==> src/rtl/serializer_feeder.sv <==
// serializer_feeder: byte FIFO that feeds a start/reset/done serializer one byte at a time.
// Optional macro SER_FEEDER_TIMEOUT_EN adds a 32-cycle SEND watchdog driving timeout_err.
module serializer_feeder #(
    parameter int DEPTH      = 8,
    parameter int GAP_CYCLES = 2
) (
    input  logic                   clk,
    input  logic                   reset,
    input  logic [7:0]             wr_data,
    input  logic                   wr_en,
    output logic                   full,
    output logic                   empty,
    output logic [$clog2(DEPTH):0] level,
    output logic                   overflow,
    output logic [7:0]             ser_data,
    output logic                   ser_start,
    output logic                   ser_reset,
    input  logic                   ser_done,
    output logic                   busy,
    output logic [15:0]            bytes_sent,
    output logic                   timeout_err
);
    localparam int AW = $clog2(DEPTH);
    localparam int LW = AW + 1;
    localparam logic [LW-1:0] FULL_LEVEL = LW'(DEPTH);
    localparam logic [3:0]    GAP_LOAD   = 4'(GAP_CYCLES - 1);

    typedef enum logic [1:0] {IDLE, LOAD, SEND, GAP} state_t;

    state_t        state_q, state_d;
    logic [7:0]    mem_q [DEPTH];
    logic [AW-1:0] wr_ptr_q, wr_ptr_d, rd_ptr_q, rd_ptr_d;
    logic [LW-1:0] level_q, level_d;
    logic          full_q, full_d, empty_q, empty_d, overflow_q, overflow_d;
    logic [7:0]    ser_data_q, ser_data_d;
    logic          ser_start_q, ser_start_d, ser_reset_q, ser_reset_d;
    logic          busy_q, busy_d;
    logic [15:0]   bytes_sent_q, bytes_sent_d;
    logic [3:0]    gap_q, gap_d;
    logic          wr_accept, pop, sent_ok;
`ifdef SER_FEEDER_TIMEOUT_EN
    logic [5:0]    wd_q, wd_d;
    logic          timeout_q, timeout_d, wd_expire;
`endif

    always_comb begin
        state_d = state_q;
        gap_d   = gap_q;
        sent_ok = 1'b0;
`ifdef SER_FEEDER_TIMEOUT_EN
        wd_expire = 1'b0;
`endif
        case (state_q)
            IDLE: if (!empty_q) state_d = LOAD;
            LOAD: state_d = SEND;
            SEND: begin
                if (ser_done) begin
                    sent_ok = 1'b1;
                    state_d = GAP;
                end
`ifdef SER_FEEDER_TIMEOUT_EN
                else if (wd_q == 6'd31) begin
                    wd_expire = 1'b1;
                    state_d   = GAP;
                end
`endif
            end
            GAP: begin
                if (gap_q == 4'd0) state_d = empty_q ? IDLE : LOAD;
                else gap_d = gap_q - 4'd1;
            end
            default: state_d = IDLE;
        endcase
        // gap_q counts the remaining GAP cycles after the current one
        if (state_d == GAP && state_q != GAP) gap_d = GAP_LOAD;
    end

    always_comb begin
        pop          = (state_d == LOAD);
        wr_accept    = wr_en && !full_q;
        wr_ptr_d     = wr_accept ? wr_ptr_q + 1'b1 : wr_ptr_q;
        rd_ptr_d     = pop ? rd_ptr_q + 1'b1 : rd_ptr_q;
        level_d      = level_q + LW'(wr_accept) - LW'(pop);
        full_d       = (level_d == FULL_LEVEL);
        empty_d      = (level_d == '0);
        overflow_d   = overflow_q | (wr_en & full_q);
        ser_data_d   = pop ? mem_q[rd_ptr_q] : ser_data_q;
        ser_start_d  = (state_d != IDLE);
        ser_reset_d  = (state_d != SEND);
        busy_d       = (state_d != IDLE);
        bytes_sent_d = sent_ok ? bytes_sent_q + 16'd1 : bytes_sent_q;
    end

`ifdef SER_FEEDER_TIMEOUT_EN
    always_comb begin
        wd_d      = (state_q == SEND && state_d == SEND) ? wd_q + 6'd1 : 6'd0;
        timeout_d = timeout_q | wd_expire;
    end
`endif

    always_ff @(posedge clk) begin
        if (!reset) begin
            state_q      <= IDLE;
            wr_ptr_q     <= '0;
            rd_ptr_q     <= '0;
            level_q      <= '0;
            full_q       <= 1'b0;
            empty_q      <= 1'b1;
            overflow_q   <= 1'b0;
            ser_data_q   <= 8'h00;
            ser_start_q  <= 1'b0;
            ser_reset_q  <= 1'b1;
            busy_q       <= 1'b0;
            bytes_sent_q <= 16'h0000;
            gap_q        <= 4'd0;
`ifdef SER_FEEDER_TIMEOUT_EN
            wd_q         <= 6'd0;
            timeout_q    <= 1'b0;
`endif
        end else begin
            state_q      <= state_d;
            wr_ptr_q     <= wr_ptr_d;
            rd_ptr_q     <= rd_ptr_d;
            level_q      <= level_d;
            full_q       <= full_d;
            empty_q      <= empty_d;
            overflow_q   <= overflow_d;
            ser_data_q   <= ser_data_d;
            ser_start_q  <= ser_start_d;
            ser_reset_q  <= ser_reset_d;
            busy_q       <= busy_d;
            bytes_sent_q <= bytes_sent_d;
            gap_q        <= gap_d;
`ifdef SER_FEEDER_TIMEOUT_EN
            wd_q         <= wd_d;
            timeout_q    <= timeout_d;
`endif
        end
    end

    // Storage is not reset; the pointers and level define what is valid.
    always_ff @(posedge clk) begin
        if (wr_accept) mem_q[wr_ptr_q] <= wr_data;
    end

    assign full       = full_q;
    assign empty      = empty_q;
    assign level      = level_q;
    assign overflow   = overflow_q;
    assign ser_data   = ser_data_q;
    assign ser_start  = ser_start_q;
    assign ser_reset  = ser_reset_q;
    assign busy       = busy_q;
    assign bytes_sent = bytes_sent_q;
`ifdef SER_FEEDER_TIMEOUT_EN
    assign timeout_err = timeout_q;
`else
    assign timeout_err = 1'b0;
`endif

endmodule

==> config.mk <==
export PLATFORM = sky130hd
export DESIGN_NAME = serializer_feeder
export DESIGN_NICKNAME = d
export VERILOG_FILES = /design/src/rtl/serializer_feeder.sv
export SDC_FILE = /design/constraint.sdc
export NUM_CORES = 1
export LEC_CHECK = 0
export ABC_AREA = 1
export BUFFER_PORTS_ARGS = -buffer_cell sky130_fd_sc_hd__buf_2
export CAP_MARGIN = 0
export CORE_UTILIZATION = 63
export DETAILED_ROUTE_END_ITERATION = 8
export GPL_ROUTABILITY_DRIVEN = 0
export PLACE_DENSITY = 0.88
export SLEW_MARGIN = 20
export SYNTH_ARGS = -nofsm -noshare
export SYNTH_HDL_FRONTEND = slang
export SYNTH_SLANG_ARGS = --single-unit
export TNS_END_PERCENT = 50
==> constraint.sdc <==
create_clock -name clk -period 3.4 [get_ports clk]
set_input_delay 0.51 -clock clk [delete_from_list [all_inputs] [get_ports clk]]
set_output_delay 0.51 -clock clk [all_outputs]
set_load 0.05 [all_outputs]
# [Word-level counts from Yosys, hierarchy flattened]
# Memories as Yosys holds them, arrays and structs flattened. A register that Yosys moved wholly into a read port is not among the register bits.
# Cells that the tools add are included.
# W data, S select, Z words.
[classes] n_eq_ne=9 reduce_logical=12 add_sub_neg=6 n_bitwise=4 muxes=12
[op_table] cell="$add A16 B1 Y16 const B" n=1
[op_table] cell="$logic_not A4 Y1" n=2
[op_table] cell="$mux W1" n=8
[op_table] cell="$pmux W2 S4" n=1
[op_table] cell="$add A3 B1 Y3 const B" n=2
[op_table] cell="$eq A2 B2 Y1 const B" n=3
[op_table] cell="$mux W2" n=3
[op_table] cell="$add A4 B1 Y4" n=1
[op_table] cell="$eq A2 B1 Y1 const B" n=2
[op_table] cell="$eq A4 B4 Y1 const B" n=1
[op_table] cell="$ne A2 B2 Y1 const B" n=2
[op_table] cell="$reduce_and A2 Y1" n=2
[op_table] cell="$reduce_bool A2 Y1" n=2
[op_table] cell="$sub A4 B1 Y4" n=1
[op_table] cell="$sub A4 B1 Y4 const B" n=1
[op_table] cell="$logic_and A1 B1 Y1" n=2
[op_table] cell="$logic_not A1 Y1" n=2
[op_table] cell="$logic_not A2 Y1" n=1
[op_table] cell="$ne A2 B1 Y1 const B" n=1
[op_table] cell="$not A1 Y1" n=2
[op_table] cell="$reduce_or A2 Y1" n=1
[op_table] cell="$and A1 B1 Y1" n=1
[op_table] cell="$or A1 B1 Y1" n=1
[totals] mem_bits_rw=64 word_cells=56 n_memories=1 reg_bits=37 input_bits=12 out_inout_bits=35
[mem_list] name="mem_q" words=8 width=8 read_ports=1 rd_ports_with_merged_regs=1 wr=1 line="31" rtl="logic [7:0] mem_q [DEPTH];"

# [Longest topological paths before layout]
[logic_depth] ltp_word=7 mapped_depth=15 depth_no_buf=15

# [Worst setup path before layout]
# Ideal clock, no wire load.
[synth_path] kind="reg2reg" startpoint="reg empty_q, in the netlist empty" endpoint="reg empty_q, in the netlist empty" arrival_time_ns=2.374 required_ns=3.326 stages_incl_launch_ff=13 setup_slack_ns=0.952 period_less_slack_ns=2.448 path_buffers=0 setup_time_ns=0.074 path_cell_list="dfxtp_1 inv_1 nand3_1 nand3_2 nand2_4 clkinv_2 ha_1 inv_1 ha_1 fa_1 xnor2_1 nand2_1 o21ai_0"
[synth_via] elab_chain_len=6 word_cells_on_any_way=7 classes_between="add/sub (1); eq/ne (1); mux (4); reduce/logical (1)"
[synth_lines] item="from (decl)" line="34" rtl="logic full_q, full_d, empty_q, empty_d, overflow_q, overflow_d;"
[synth_lines] item="from (signal assigned)" line="126" rtl="empty_q <= empty_d;"
[synth_lines] item="$mux W1" line="69" rtl="if (gap_q == 4'd0) state_d = empty_q ? IDLE : LOAD;"
[synth_lines] item="$mux W2" line="69"
[synth_lines] item="$pmux W2 S4 *" line="53" rtl="case (state_q)"
[synth_lines] item="$eq A2 B1 Y1 *" line="79" rtl="pop = (state_d == LOAD);"
[synth_lines] item="$sub A4 B1 Y4 *" line="83" rtl="level_d = level_q + LW'(wr_accept) - LW'(pop);"
[synth_lines] item="$logic_not A4 Y1 *" line="85" rtl="empty_d = (level_d == '0);"
# Mark *: on every way between the ends. The rest lies on a longest branch, timed or not.
# A chain may end at the register's enable or synchronous reset.

# [Final worst setup path]
[layout_path] startpoint="reg state_q[0]" endpoint="reg empty_q, in the netlist empty"
[layout_via] elab_chain_len=5 word_cells_on_any_way=11 classes_between="add/sub (1); eq/ne (4); mux (4); reduce/logical (2)"
[layout_lines] item="from (decl)" line="30" rtl="state_t state_q, state_d;"
[layout_lines] item="from (signal assigned)" line="121" rtl="state_q <= state_d;"
[layout_lines] item="$eq A2 B2 Y1 (tied with other cells)" line="53"
[layout_lines] item="$pmux W2 S4 *" line="53"
[layout_lines] item="$eq A2 B1 Y1 *" line="79"
[layout_lines] item="$sub A4 B1 Y4 *" line="83"
[layout_lines] item="$logic_not A4 Y1 *" line="85"
# Marked as above.

==> flow_summary.yaml <==
logic_synthesis:
  synthesis.area_sq_um: 4697
  synth_nets: 539
  post_synth_edffs: 64
  synth_seq_cells: 109
  ys.flop_type: "sky130_fd_sc_hd__edfxtp_1"
  synthDistinctLibCells: 35
  asyncSetResetFlopFracSynth: 0
  syn_area_per_cell_sq_um: 9.068
  synth-seq-area-share: 0.6010
  yosys_warnings: 0
  netlist_instances: 518
sta:
  max_slew.worst_pin.slew_ns: 0.9462
  final.setup.worst_slack_ns: 0.7649
  setup_viol: 0
  fin_crit_ns: 2.635
  finalHoldViolCount: 0
  rsz0062_at_grt: "no"
  relative_slew_margins: 0.3669
  fmax_mhz: 379.5
  worst_clock_skew_ns: 0.005407
  totalNegativeSetupSlack_ns: 0
  post-route-period-util: 0.7750
  maxSlewViolCount: 0
floorplan:
  rows: 31
  die_area_sq_um: 7805
  floorplan.initialDensity: 0.6511
  core_sq_um: 7214
  io_pins: 47
  fp.dieW_um: 88.35
  floorplan.die.height_um: 88.35
placed_design:
  detailedPlace.worstSlack_ns: 0.7007
  dp_hpwl_mm: 6.397
  place_inst: 649
  buffer_ports.inserted: 45
worst_setup_path:
  cp-end-kind: "register"
  worst_ep_required_time_ns: 3.70
  crit_arrival_ns: 2.93
  timing_worst_setup_path_type: "register to register"
  crit_path_start_kind: "register"
  worstPathMaxFanout: 14
clocking:
  post_cts_buffers: 0
  numCtsBuffers: 9
  tritoncts: "yes"
  clock_tree.buffer_depth: 2
  cts_hold_buffers: 0
  cts.root.buffer_cell: "sky130_fd_sc_hd__clkbuf_8"
  cts_num_sinks: 109
  cts_htree_levels: 3
  clkLatencyLatePin_ns: 0.36
  cts_resized: 0
  cts.reportedPaths.clkPinSlew_ns: 0.09
layout:
  layout.filler_cells: 519
  multiInputGateArea_sq_um: 1555
  final_nets: 582
  layout-drive-gt1-share: 0.1396
  area.growth.synth_to_final_pct: 10.04
  final-seq-area_sq_um: 2823
  final-instance-count-excl-fill: 665
  layout.cells.most_common: "sky130_fd_sc_hd__nand2_1"
  layout_common_cells: "sky130_fd_sc_hd__nand2_1 (166), sky130_fd_sc_hd__edfxtp_1 (64), sky130_fd_sc_hd__inv_1 (57)"
  antenna_cells: 0
flow_run:
  cap_violations: 0
status:
  status: "finished with violations"
  violations: "DRC"
pwr:
  finalPower_w: 0.003802
  cellPowerDensity_nw_per_um2: 735.6
  leakage_power_total_nw: 2.206
  vdd.ir_drop.worst_uv: 586.6
route:
  drc: 2
  ant_nets: 0
  final_wirelength_mm: 9.723
  iteration_0_drc_markers: 389
  detailedRoute.firstPassIterationCount: 9
  detail_route.wl_per_cell_um: 14.62
  drt-vias-per-instance: 5.358
  num_vias: 3563
global_routing:
  grt_max_degree: 35
  grt_pass1_vias: 3310
  grt_first_pass_wirelength_mm: 15.08
  grt_use_total: 0.2622
  overflow: 0
  antenna_found_initial: 0
min_path:
  worstHoldPathType: "input pin to register"
## power breakdown
part | switching [W] | leakage, nW | internal (W)
sequential | 0.0000885 | 0.948 | 0.00156
clock | 0.000398 | 0.102 | 0.000322
combinational | 0.00106 | 1.16 | 0.000378
total | 0.00154 | 2.21 | 0.00226
## registers in the layout, summed over array words and instances, names as in the netlist
signal,flops
full,1
bytes_sent,16
state_q,2
wr_ptr_q,3
overflow,1
gap_q,4
ser_data,8
mem_q,64
ser_reset,1
busy,1
empty,1
level,4
rd_ptr_q,3
## synth_stat cells (2+ instances only)
master / number / share of area
sky130_fd_sc_hd__nand2_1: 166 / 0.13
sky130_fd_sc_hd__edfxtp_1: 64 / 0.41
sky130_fd_sc_hd__inv_1: 55 / 0.044
sky130_fd_sc_hd__nand3_1: 46 / 0.049
sky130_fd_sc_hd__dfxtp_1: 45 / 0.19
sky130_fd_sc_hd__nor2_1: 41 / 0.033
sky130_fd_sc_hd__a21oi_1: 28 / 0.030
sky130_fd_sc_hd__o21ai_0: 15 / 0.016
sky130_fd_sc_hd__buf_2: 8 / 0.0085
sky130_fd_sc_hd__ha_1: 8 / 0.021
sky130_fd_sc_hd__clkbuf_1: 5 / 0.0040
sky130_fd_sc_hd__clkinv_1: 4 / 0.0032
sky130_fd_sc_hd__nand3_2: 3 / 0.0064
sky130_fd_sc_hd__nand4_1: 3 / 0.0040
sky130_fd_sc_hd__xor2_1: 3 / 0.0056
sky130_fd_sc_hd__buf_4: 2 / 0.0032
sky130_fd_sc_hd__nand2_2: 2 / 0.0027
sky130_fd_sc_hd__nor3_2: 2 / 0.0043
sky130_fd_sc_hd__or2_2: 2 / 0.0027
## metal layers
layer  vias up  global-route usage  part of all wire
li1       1750                   -                 -
met1      1629              0.3346              0.41
met2       155              0.4217              0.50
met3        29             0.04944             0.062
met4         0              0.1525             0.034
met5         -                   0                 0
## critical path, cell delays in order (launching register included)
cell	delay (ns)
sky130_fd_sc_hd__dfxtp_1	0.50
sky130_fd_sc_hd__inv_2	0.06
sky130_fd_sc_hd__nand3_2	0.12
sky130_fd_sc_hd__nand3_2	0.13
sky130_fd_sc_hd__nand2_4	0.17
sky130_fd_sc_hd__clkinv_2	0.18
sky130_fd_sc_hd__ha_1	0.33
sky130_fd_sc_hd__inv_1	0.04
sky130_fd_sc_hd__ha_1	0.21
sky130_fd_sc_hd__fa_1	0.39
sky130_fd_sc_hd__xnor2_1	0.19
sky130_fd_sc_hd__nand2_1	0.09
sky130_fd_sc_hd__o21ai_0	0.15
## cell type report
| type | count | area share |
|---|---|---|
| Sequential cell | 109 | 0.5461 |
| Inverter | 61 | 0.04454 |
| Multi-Input combinational cell | 331 | 0.3009 |
| Timing Repair Buffer | 49 | 0.04938 |
| Tap cell | 99 | 0.02397 |
| Clock inverter | 3 | 0.002421 |
| Clock buffer | 13 | 0.03268 |
## per-stage QoR
stage | utilization | cell area (sq um) | hold WS [ns]
6_report | 0.7164 | 5169 | 0.3980
5_1_grt | 0.7164 | 5169 | 0.3938
3_3_place_gp | 0.6913 | 4987 | 0.4485
2_1_floorplan | - | 4697 | 0.4585
3_5_place_dp | 0.6913 | 4987 | 0.4571
4_1_cts | 0.7164 | 5169 | 0.3947
## path summary, 6_finish.rpt
check / from / to / slack (ns) / cells after the start
max reg2reg: state_q[0] / empty / 0.76 / 12
min reg2reg: ser_data[2] / ser_data[2] / 0.47 / 2
min: wr_en / overflow / 0.40 / 3
max: state_q[0] / empty / 0.76 / 12
## logic make-up after synthesis
| logic type | after synthesis | share of synthesized area |
|---|---|---|
| compound gates | 47 | 0.05221 |
| simple gates | 270 | 0.2451 |
| fa+ha+maj | 9 | 0.02557 |
| buf+inv | 78 | 0.06792 |
| other cells | 1 | 0.0007984 |
| flops | 109 | 0.6010 |
| xor+xnor | 4 | 0.007460 |
No activity file was read; power rests on OpenSTA's default activity.
